## src/rtl/alu_driver.sv

```systemverilog
// Program sequencer for the 4-bit accumulator ALU: buffers {inst, a} words in a FIFO,
// replays them on start and returns each post-op accumulator value over valid/ready.
module alu_driver #(
  parameter int unsigned DEPTH = 8,
  parameter int unsigned AW    = 3
) (
  input  logic          clk,
  input  logic          RESET,
  input  logic          prog_valid,
  output logic          prog_ready,
  input  logic [1:0]    prog_inst,
  input  logic [3:0]    prog_a,
  input  logic          start,
  output logic          busy,
  output logic          done,
  output logic          alu_reset,
  output logic [1:0]    alu_inst,
  output logic [3:0]    alu_a,
  input  logic [3:0]    alu_out,
  output logic          res_valid,
  input  logic          res_ready,
  output logic [3:0]    res_data,
  output logic [AW-1:0] res_idx
);

  typedef enum logic [2:0] {StIdle, StClear, StIssue, StCapture, StResp} state_e;

  localparam logic [AW:0]   CntDepth = (AW+1)'(DEPTH);
  localparam logic [AW:0]   CntOne   = (AW+1)'(1);
  localparam logic [AW-1:0] PtrOne   = AW'(1);

  state_e        state_q, state_d;
  logic [5:0]    mem_q [DEPTH];
  logic [AW-1:0] wr_ptr_q, rd_ptr_q, idx_q;
  logic [AW:0]   count_q;
  logic          done_q, done_d;
  logic          res_valid_q;
  logic [3:0]    res_data_q;
  logic [AW-1:0] res_idx_q;
  logic          push, pop, capture, handshake;

  assign prog_ready = (state_q == StIdle) && (count_q < CntDepth);
  assign push       = prog_valid && prog_ready;
  assign busy       = (state_q != StIdle);
  assign done       = done_q;
  assign alu_reset  = RESET || (state_q == StClear);
  assign res_valid  = res_valid_q;
  assign res_data   = res_data_q;
  assign res_idx    = res_idx_q;

  always_comb begin
    state_d   = state_q;
    done_d    = 1'b0;
    pop       = 1'b0;
    capture   = 1'b0;
    handshake = 1'b0;
    // NOP (add 0) keeps the free-running accumulator unchanged.
    alu_inst  = 2'b00;
    alu_a     = 4'b0000;
    unique case (state_q)
      StIdle: begin
        if (start) state_d = StClear;
      end
      StClear: begin
        if (count_q == '0) begin
          state_d = StIdle;
          done_d  = 1'b1;
        end else begin
          state_d = StIssue;
        end
      end
      StIssue: begin
        pop      = 1'b1;
        alu_inst = mem_q[rd_ptr_q][5:4];
        alu_a    = mem_q[rd_ptr_q][3:0];
        state_d  = StCapture;
      end
      StCapture: begin
        capture = 1'b1;
        state_d = StResp;
      end
      StResp: begin
        if (res_valid_q && res_ready) begin
          handshake = 1'b1;
          if (count_q != '0) begin
            state_d = StIssue;
          end else begin
            state_d = StIdle;
            done_d  = 1'b1;
          end
        end
      end
      default: state_d = StIdle;
    endcase
  end

  always_ff @(posedge clk) begin
    if (RESET) begin
      state_q     <= StIdle;
      wr_ptr_q    <= '0;
      rd_ptr_q    <= '0;
      count_q     <= '0;
      idx_q       <= '0;
      done_q      <= 1'b0;
      res_valid_q <= 1'b0;
      res_data_q  <= '0;
      res_idx_q   <= '0;
    end else begin
      state_q <= state_d;
      done_q  <= done_d;
      if (push) begin
        wr_ptr_q <= wr_ptr_q + PtrOne;
        count_q  <= count_q + CntOne;
      end else if (pop) begin
        rd_ptr_q <= rd_ptr_q + PtrOne;
        count_q  <= count_q - CntOne;
      end
      if (state_q == StClear) idx_q <= '0;
      else if (handshake) idx_q <= idx_q + PtrOne;
      if (capture) begin
        res_valid_q <= 1'b1;
        res_data_q  <= alu_out;
        res_idx_q   <= idx_q;
      end else if (handshake) begin
        res_valid_q <= 1'b0;
      end
    end
  end

  // Storage needs no reset; the pointers and count define what is valid.
  always_ff @(posedge clk) begin
    if (push) mem_q[wr_ptr_q] <= {prog_inst, prog_a};
  end

endmodule

```

## config.mk

```make
export PLATFORM = sky130hd
export DESIGN_NAME = alu_driver
export DESIGN_NICKNAME = d
export VERILOG_FILES = /design/src/rtl/alu_driver.sv
export SDC_FILE = /design/constraint.sdc
export NUM_CORES = 1
export LEC_CHECK = 0
export ABC_AREA = 0
export CAP_MARGIN = 20
export CORE_UTILIZATION = 50
export DETAILED_ROUTE_END_ITERATION = 16
export PLACE_DENSITY = 0.77
export SYNTH_ARGS = -nofsm -noshare
export SYNTH_HDL_FRONTEND = slang
export SYNTH_SLANG_ARGS = --single-unit
```

## constraint.sdc

```tcl
create_clock -name clk -period 1.9 [get_ports clk]
set_input_delay 0.285 -clock clk [delete_from_list [all_inputs] [get_ports clk]]
set_output_delay 0.285 -clock clk [all_outputs]
set_load 0.02 [all_outputs]
```

==> reports/results.ini, run 1 <==
[cells_and_area]
fin_nets = 285
fin_cells = 341
fill_cells = 401
layout-drive-gt1-share_pct = 28.62
antenna_cells = 0
area_growth_pct = 28.21

[power]
total_leakage_power_nw = 1.463
pwr_density_cell_nw_per_um2 = 1109
peakVddDrop_mv = 0.6163
fin_total_pwr_mw = 4.296

[detailed_routing]
wl_per_cell_microns = 17.08
finalWirelength_microns = 5823
via_count = 1908
via_per_inst = 5.595
drc_errors = 0
drtPass1Iterations = 4
drtIter0Drc = 153
ant_nets = 0

[die]
core-area_sq_um = 5675
initial_core_util_pct = 53.22
dieArea_sq_um = 6355
boundaryPins = 33
row_count = 27
die_y_microns = 79.72
die_width_microns = 79.72

[critical_path]
slowest_delay_ns = 0.50
cp_cell_sequence = buf_12 > mux4_2 > a22o_1 > buf_6
cp-end-kind = output pin
worstSetupPathType = register to output pin
cp.required_ns = 1.62
cpMaxStageDelayCell = mux4_2
critPathArrivalTime_ns = 1.74
path_max_fanout = 6
start_kind = register

[sta]
setup_slack_ns = -0.1287
fin_crit_ns = 2.029
rsz0062_at_grt = yes
post-route-period-util_pct = 106.8
timing.fmax_ghz = 0.4929
clock_skew_ns = 0.01060
setup_viol_count_final = 6
report.final.slew_viol_count = 0
hold_violations = 0
worstMarginPinSlew_ns = 0.5600
relSlewSlack_pct = 62.56

[job]
max-cap-violations = 0

[yosys]
synthFlopType = edfxtp_1
yosysWarningCount = 0
ys_async_sr_fraction_pct = 0
syn-num-nets = 219
yosysUniqueCellTypes = 37
syn_inst = 198
syn_area_sq_um = 3020
synth-seq-cells = 76
ys_seq_area_share_pct = 66.28
syn_avg_cell_area_sq_um = 15.25
synth_edf_count = 48

[clock_tree]
cts_max_level = 3
cts.root.buffer_cell = clkbuf_8
cts_tree = built
cts_buffers = 9
cts_sinks = 76
clkTransAtPathRegs_ns = 0.07
cts_buffer_depth = 2
clock_latency_ns = 0.34

[placed_design]
io_buffers = 32
gp_congestion = 0.7756
dp_cells = 324
dpl.hpwl_microns = 3895

[global_routing]
groute.usage.overall_pct = 20.55
grt_pass1_vias = 1894
grt_max_degree = 24
overflow = 0
antenna_found_initial = 0
grt_first_pass_wirelength_microns = 9252

[outcome]
status = finished, violations left
violations = negative setup slack

[min_path]
hold_path_class = register to register

==> cell usage in the layout, fill, tap and decap left out, types with 2 or more instances in the layout <==
| cell | n |
|---|---|
| a21oi_1 | 5 |
| a22o_1 | 6 |
| a31oi_1 | 2 |
| and2_1 | 2 |
| buf_12 | 3 |
| buf_2 | 2 |
| buf_4 | 28 |
| buf_6 | 6 |
| clkbuf_8 | 9 |
| clkdlybuf4s50_1 | 23 |
| clkinvlp_4 | 2 |
| dfxtp_1 | 26 |
| edfxtp_1 | 48 |
| ha_1 | 5 |
| mux2i_1 | 12 |
| mux4_2 | 12 |
| nand2_1 | 6 |
| nand2b_1 | 2 |
| nand3b_1 | 2 |
| nand4_1 | 4 |
| nor2_1 | 26 |
| nor2_4 | 2 |
| nor3_1 | 4 |
| xor2_1 | 7 |
==> flip-flops by register name (all words and copies together), names as in the netlist, 3 cells and up, named ones only <==
signal / count
idx_q: 3
state_q: 3
res_idx: 3
count_q: 4
wr_ptr_q: 3
mem_q: 48
res_data: 4
rd_ptr_q: 3
==> report_power, final <==
group / switching, mW / total (mW) / internal, mW / leakage (nW)
combinational: 0.527 / 1.11 / 0.584 / 0.711
sequential: 0.117 / 2.02 / 1.91 / 0.663
clock: 0.565 / 1.16 / 0.597 / 0.0888
==> per-stage QoR <==
stage	setup WS, ns	util, %	setup TNS (ns)	area (sq um)	hold slack [ns]
after CTS	-0.2124	68.50	-0.9886	3887	0.4803
final	-0.1287	68.23	-0.5199	3872	0.4745
after floorplan	0.01608	-	0	3034	0.3541
after detailed placement	-0.2371	64.35	-1.546	3652	0.4645
after global placement	-0.1912	64.35	-1.117	3652	0.4602
after global routing	-0.1885	68.23	-0.8558	3872	0.5011
==> routing by layer <==
metal	global-route usage, %	part of all wire, %
met4	12.73	2.5
met3	4.571	4.3
met2	31.71	48
met5	0	0
met1	26.30	45
==> synth_stat cells, types with 2 or more instances <==
library cell  instances  area (sq um)
xor2_1                7         61.31
nand4_1               4         25.02
a21oi_1               6         30.03
a31oi_1               2         12.51
nand3b_1              2         15.01
edfxtp_1             48          1441
nor3_1                5         25.02
nand2_1               6         22.52
nand2b_1              2         12.51
and2_1                2         12.51
ha_1                  5         62.56
clkbuf_1              3         11.26
mux4_2                7         157.7
nor2_1               27         101.4
buf_2                 3         15.01
mux4_1                5         131.4
a22o_1                6         52.55
mux2i_1              12         120.1
dfxtp_1              28         560.5
==> worst max-delay path, delay by kind of cell (launching register included) <==
family / cells / cell delay (ns)
AO/OA/AOI/OAI: 1 / 0.26
buffers and inverters: 2 / 0.26
flip-flops: 1 / 0.38
multiplexers: 1 / 0.50
==> kinds of logic after synthesis <==
logic type	Yosys count	synth area share, %
mux	24	13.55
fa+ha+maj	6	2.734
simple gates	58	9.735
compound gates	18	3.977
flops	76	66.28
xor+xnor	8	2.320
buf+inv	8	1.408
==> worst paths after layout <==
| kind | start | to | slack [ns] | depth (start not counted) |
|---|---|---|---|---|
| setup / recovery | register | alu_inst[0] | -0.13 | 4 |
| setup reg to reg | state_q[0] | count_q[2] | 0.11 | 9 |
| hold reg to reg | res_valid | res_valid | 0.47 | 2 |
| hold / removal | res_valid | res_valid | 0.47 | 2 |
==> repair_timing <==
item	in CTS	in global routing
setup buffers	1	0
setup endpoints to repair	15	16
gates resized for setup	47	13
hold buffers	0	0
cloned	1	0
pin swaps	4	4
==> area by class of cell <==
type,count,area [sq um],share of cell area [%]
Tap cell,72,90.09,2.326
Clock buffer,9,123.9,3.199
Timing Repair Buffer,63,586.8,15.15
Multi-Input combinational cell,114,997.2,25.75
Clock inverter,7,67.56,1.745
Sequential cell,76,2007,51.83
No activity file was read; power rests on OpenSTA's default activity.
==> run 2: changes to the inputs <==
- CORE_UTILIZATION: 50 -> 42
- PLACE_DENSITY: 0.77 -> 0.67
==> run 2 against run 1 <==
The run still ends with negative setup slack left. Sequential share of layout area shrank 0.15 points. Cell count grew 7.3%. Clock skew is 0.0030 ns lower. Register-to-register slack about the same. Cell area grew 0.36%. Combinational power down 4%. Power fell by 2.9%. Core utilization down 12 points. Sequential cell count unchanged. Critical endpoint is now alu_inst[1]. Largest power group unchanged. Highest routed layer unchanged.
==> reports/results.ini, run 2 (synthesis gave the netlist of run 1 again) <==
[outcome]
status = finished, violations left
violations = negative setup slack

[critical_path]
cp.required_ns = 1.62  ; about the same
worstSetupPathType = register to output pin
cp-end-kind = output pin
worstReg2RegEnd = count_q[2]
rr_worst_depth = 9  ; unchanged
start_kind = register
r2r-start = state_q[2]
r2r_slack_ns = 0.12  ; about the same
critPathArrivalTime_ns = 1.75  ; about the same
path_max_fanout = 6  ; unchanged

[sta]
whs_ns = 0.4776  ; +0.003127 ns
hold_violations = 0  ; unchanged
fin_crit_ns = 2.034  ; +0.005255 ns
timing.fmax_ghz = 0.4917  ; -0.26%
rsz0062_at_grt = yes
relSlewSlack_pct = 63.80  ; +1.2 points
post-route-period-util_pct = 107.0  ; +0.28 points
clock_skew_ns = 0.007554  ; -0.003043 ns
report.final.slew_viol_count = 0  ; unchanged
setup_slack_ns = -0.1339  ; -0.005255 ns
setup_viol_count_final = 6  ; unchanged
fin_setup_tns_ns = -0.6843  ; -0.1644 ns
worstMarginPinSlew_ns = 0.5413  ; -0.01867 ns

[cells_and_area]
layout-drive-gt1-share_pct = 29.26  ; +0.63 points
fill_cells = 562  ; +40%
largest-register = mem_q
antenna_cells = 0  ; unchanged
final_cell_mix = edfxtp_1 (48), buf_4 (30), nor2_1 (26), dfxtp_1 (25), clkdlybuf4s50_1 (23)
fin_nets = 286  ; +0.35%
largest_reg_flops = 48  ; unchanged
fin_cells = 366  ; +7.3%
area_growth_pct = 28.67
final_common_cell = edfxtp_1

[global_routing]
use_met2_pct = 28.78  ; -2.9 points
grt_first_pass_wirelength_microns = 9370  ; +1.3%
antenna_found_initial = 0  ; unchanged
grt_pass1_vias = 1913  ; +1.0%
groute.usage.overall_pct = 17.25  ; -3.3 points
grt_max_degree = 24  ; unchanged
top_usage_layer = met2
grtUsageMet3_pct = 4.571  ; unchanged
overflow = 0  ; unchanged
use_met1_pct = 21.07  ; -5.2 points

[die]
initial_core_util_pct = 43.97  ; -9.2 points
die_width_microns = 86.80  ; +8.9%
die_y_microns = 86.80  ; +8.9%
row_count = 30  ; +11%
dieArea_sq_um = 7534  ; +19%
core-area_sq_um = 6869  ; +21%
boundaryPins = 33  ; unchanged

[clock_tree]
clkTransAtPathRegs_ns = 0.08  ; about the same
cts_tree = built
clock_latency_ns = 0.35  ; about the same
cts_buffer_depth = 2  ; unchanged
cts_buffers = 9  ; unchanged
cts.root.buffer_cell = clkbuf_8
cts_max_level = 3  ; unchanged
cts_sinks = 76  ; unchanged

[detailed_routing]
ant_nets = 0  ; unchanged
drc_errors = 0  ; unchanged
finalWirelength_microns = 5731  ; -1.6%
via_count = 1855  ; -2.8%
wl_per_cell_microns = 15.66  ; -8.3%
via_per_inst = 5.068  ; -9.4%
drtPass1Iterations = 4  ; unchanged
drtIter0Drc = 91  ; -41%

[power]
pwr_density_cell_nw_per_um2 = 1073  ; -3.3%
peakVddDrop_mv = 0.4653  ; -25%
total_leakage_power_nw = 1.466  ; +0.23%
fin_total_pwr_mw = 4.170  ; -2.9%

[placed_design]
io_buffers = 32  ; unchanged
place_ws_ns = -0.2433  ; -0.006169 ns
dpl.hpwl_microns = 3877  ; -0.46%
gp_congestion = 0.7591  ; -2.1%
dp_cells = 349  ; +7.7%

[min_path]
hold_depth = 2  ; unchanged
hold_end = res_valid
hp-start = res_valid
hold_path_class = register to register

[job]
max-cap-violations = 0  ; unchanged

run 2: how the worst max path moves through the flow:
stage                    start     endpoint  slack [ns]  cells past startpoint
floorplan           state_q[2]   count_q[3]        0.02                      8
global placement      register  alu_inst[1]       -0.21                      4
detailed placement    register  alu_inst[1]       -0.24                      4
CTS                   register  alu_inst[1]       -0.15                      4
global route          register  alu_inst[1]       -0.17                      4
finish                register  alu_inst[1]       -0.13                      4
run 2: where the power goes:
part / internal (mW) / leakage [nW] / switching (mW)
Clock: 0.477 / 0.0872 / 0.605
Combinational: 0.565 / 0.716 / 0.507
Sequential: 1.91 / 0.663 / 0.110
Total: 2.95 / 1.47 / 1.22
run 2: worst max-delay path: stages, from the launching register on:
cell and delay (ns):
dfxtp_4 0.40, buf_12 0.14, mux4_2 0.49, a22o_1 0.24, buf_6 0.13
run 2: layout make-up:
class                      count  area, sq um  area share [%]
timing repair buffer          64        595.6           15.33
sequential                    76         2008           51.67
multi-input combinational    114        987.2           25.40
clock buffer                   9        123.9           3.187
clock inverter                 7        51.30           1.320
tap                           96        120.1           3.091
run 2: routing by layer:
layer / wire, microns / up-vias
met5: 0 / -
met2: 2889 / 39
met1: 2525 / 926
met4: 84 / 0
li1: - / 883
met3: 232 / 7
run 2: timing repair:
item,CTS,global route
hold endpoints to repair,0,0
endpoints found under the setup margin,10,16
setup buffers,0,0
pin swaps,4,1
gates resized for setup,51,7
gates cloned,1,0
hold buffers,0,0
run 2: per-stage QoR:
stage / cell area, sq um / util (%)
final: 3886 / 56.58
after global routing: 3886 / 56.58
after CTS: 3864 / 56.25
after detailed placement: 3677 / 53.53
after global placement: 3677 / 53.53
after floorplan: 3034 / -
==> run 3: changes to the inputs <==
- CTS_BUF_LIST: default -> sky130_fd_sc_hd__clkbuf_4 sky130_fd_sc_hd__clkbuf_8
==> results of run 3 <==
No change in the layout: final DEF, timing and power equal those of run 2.
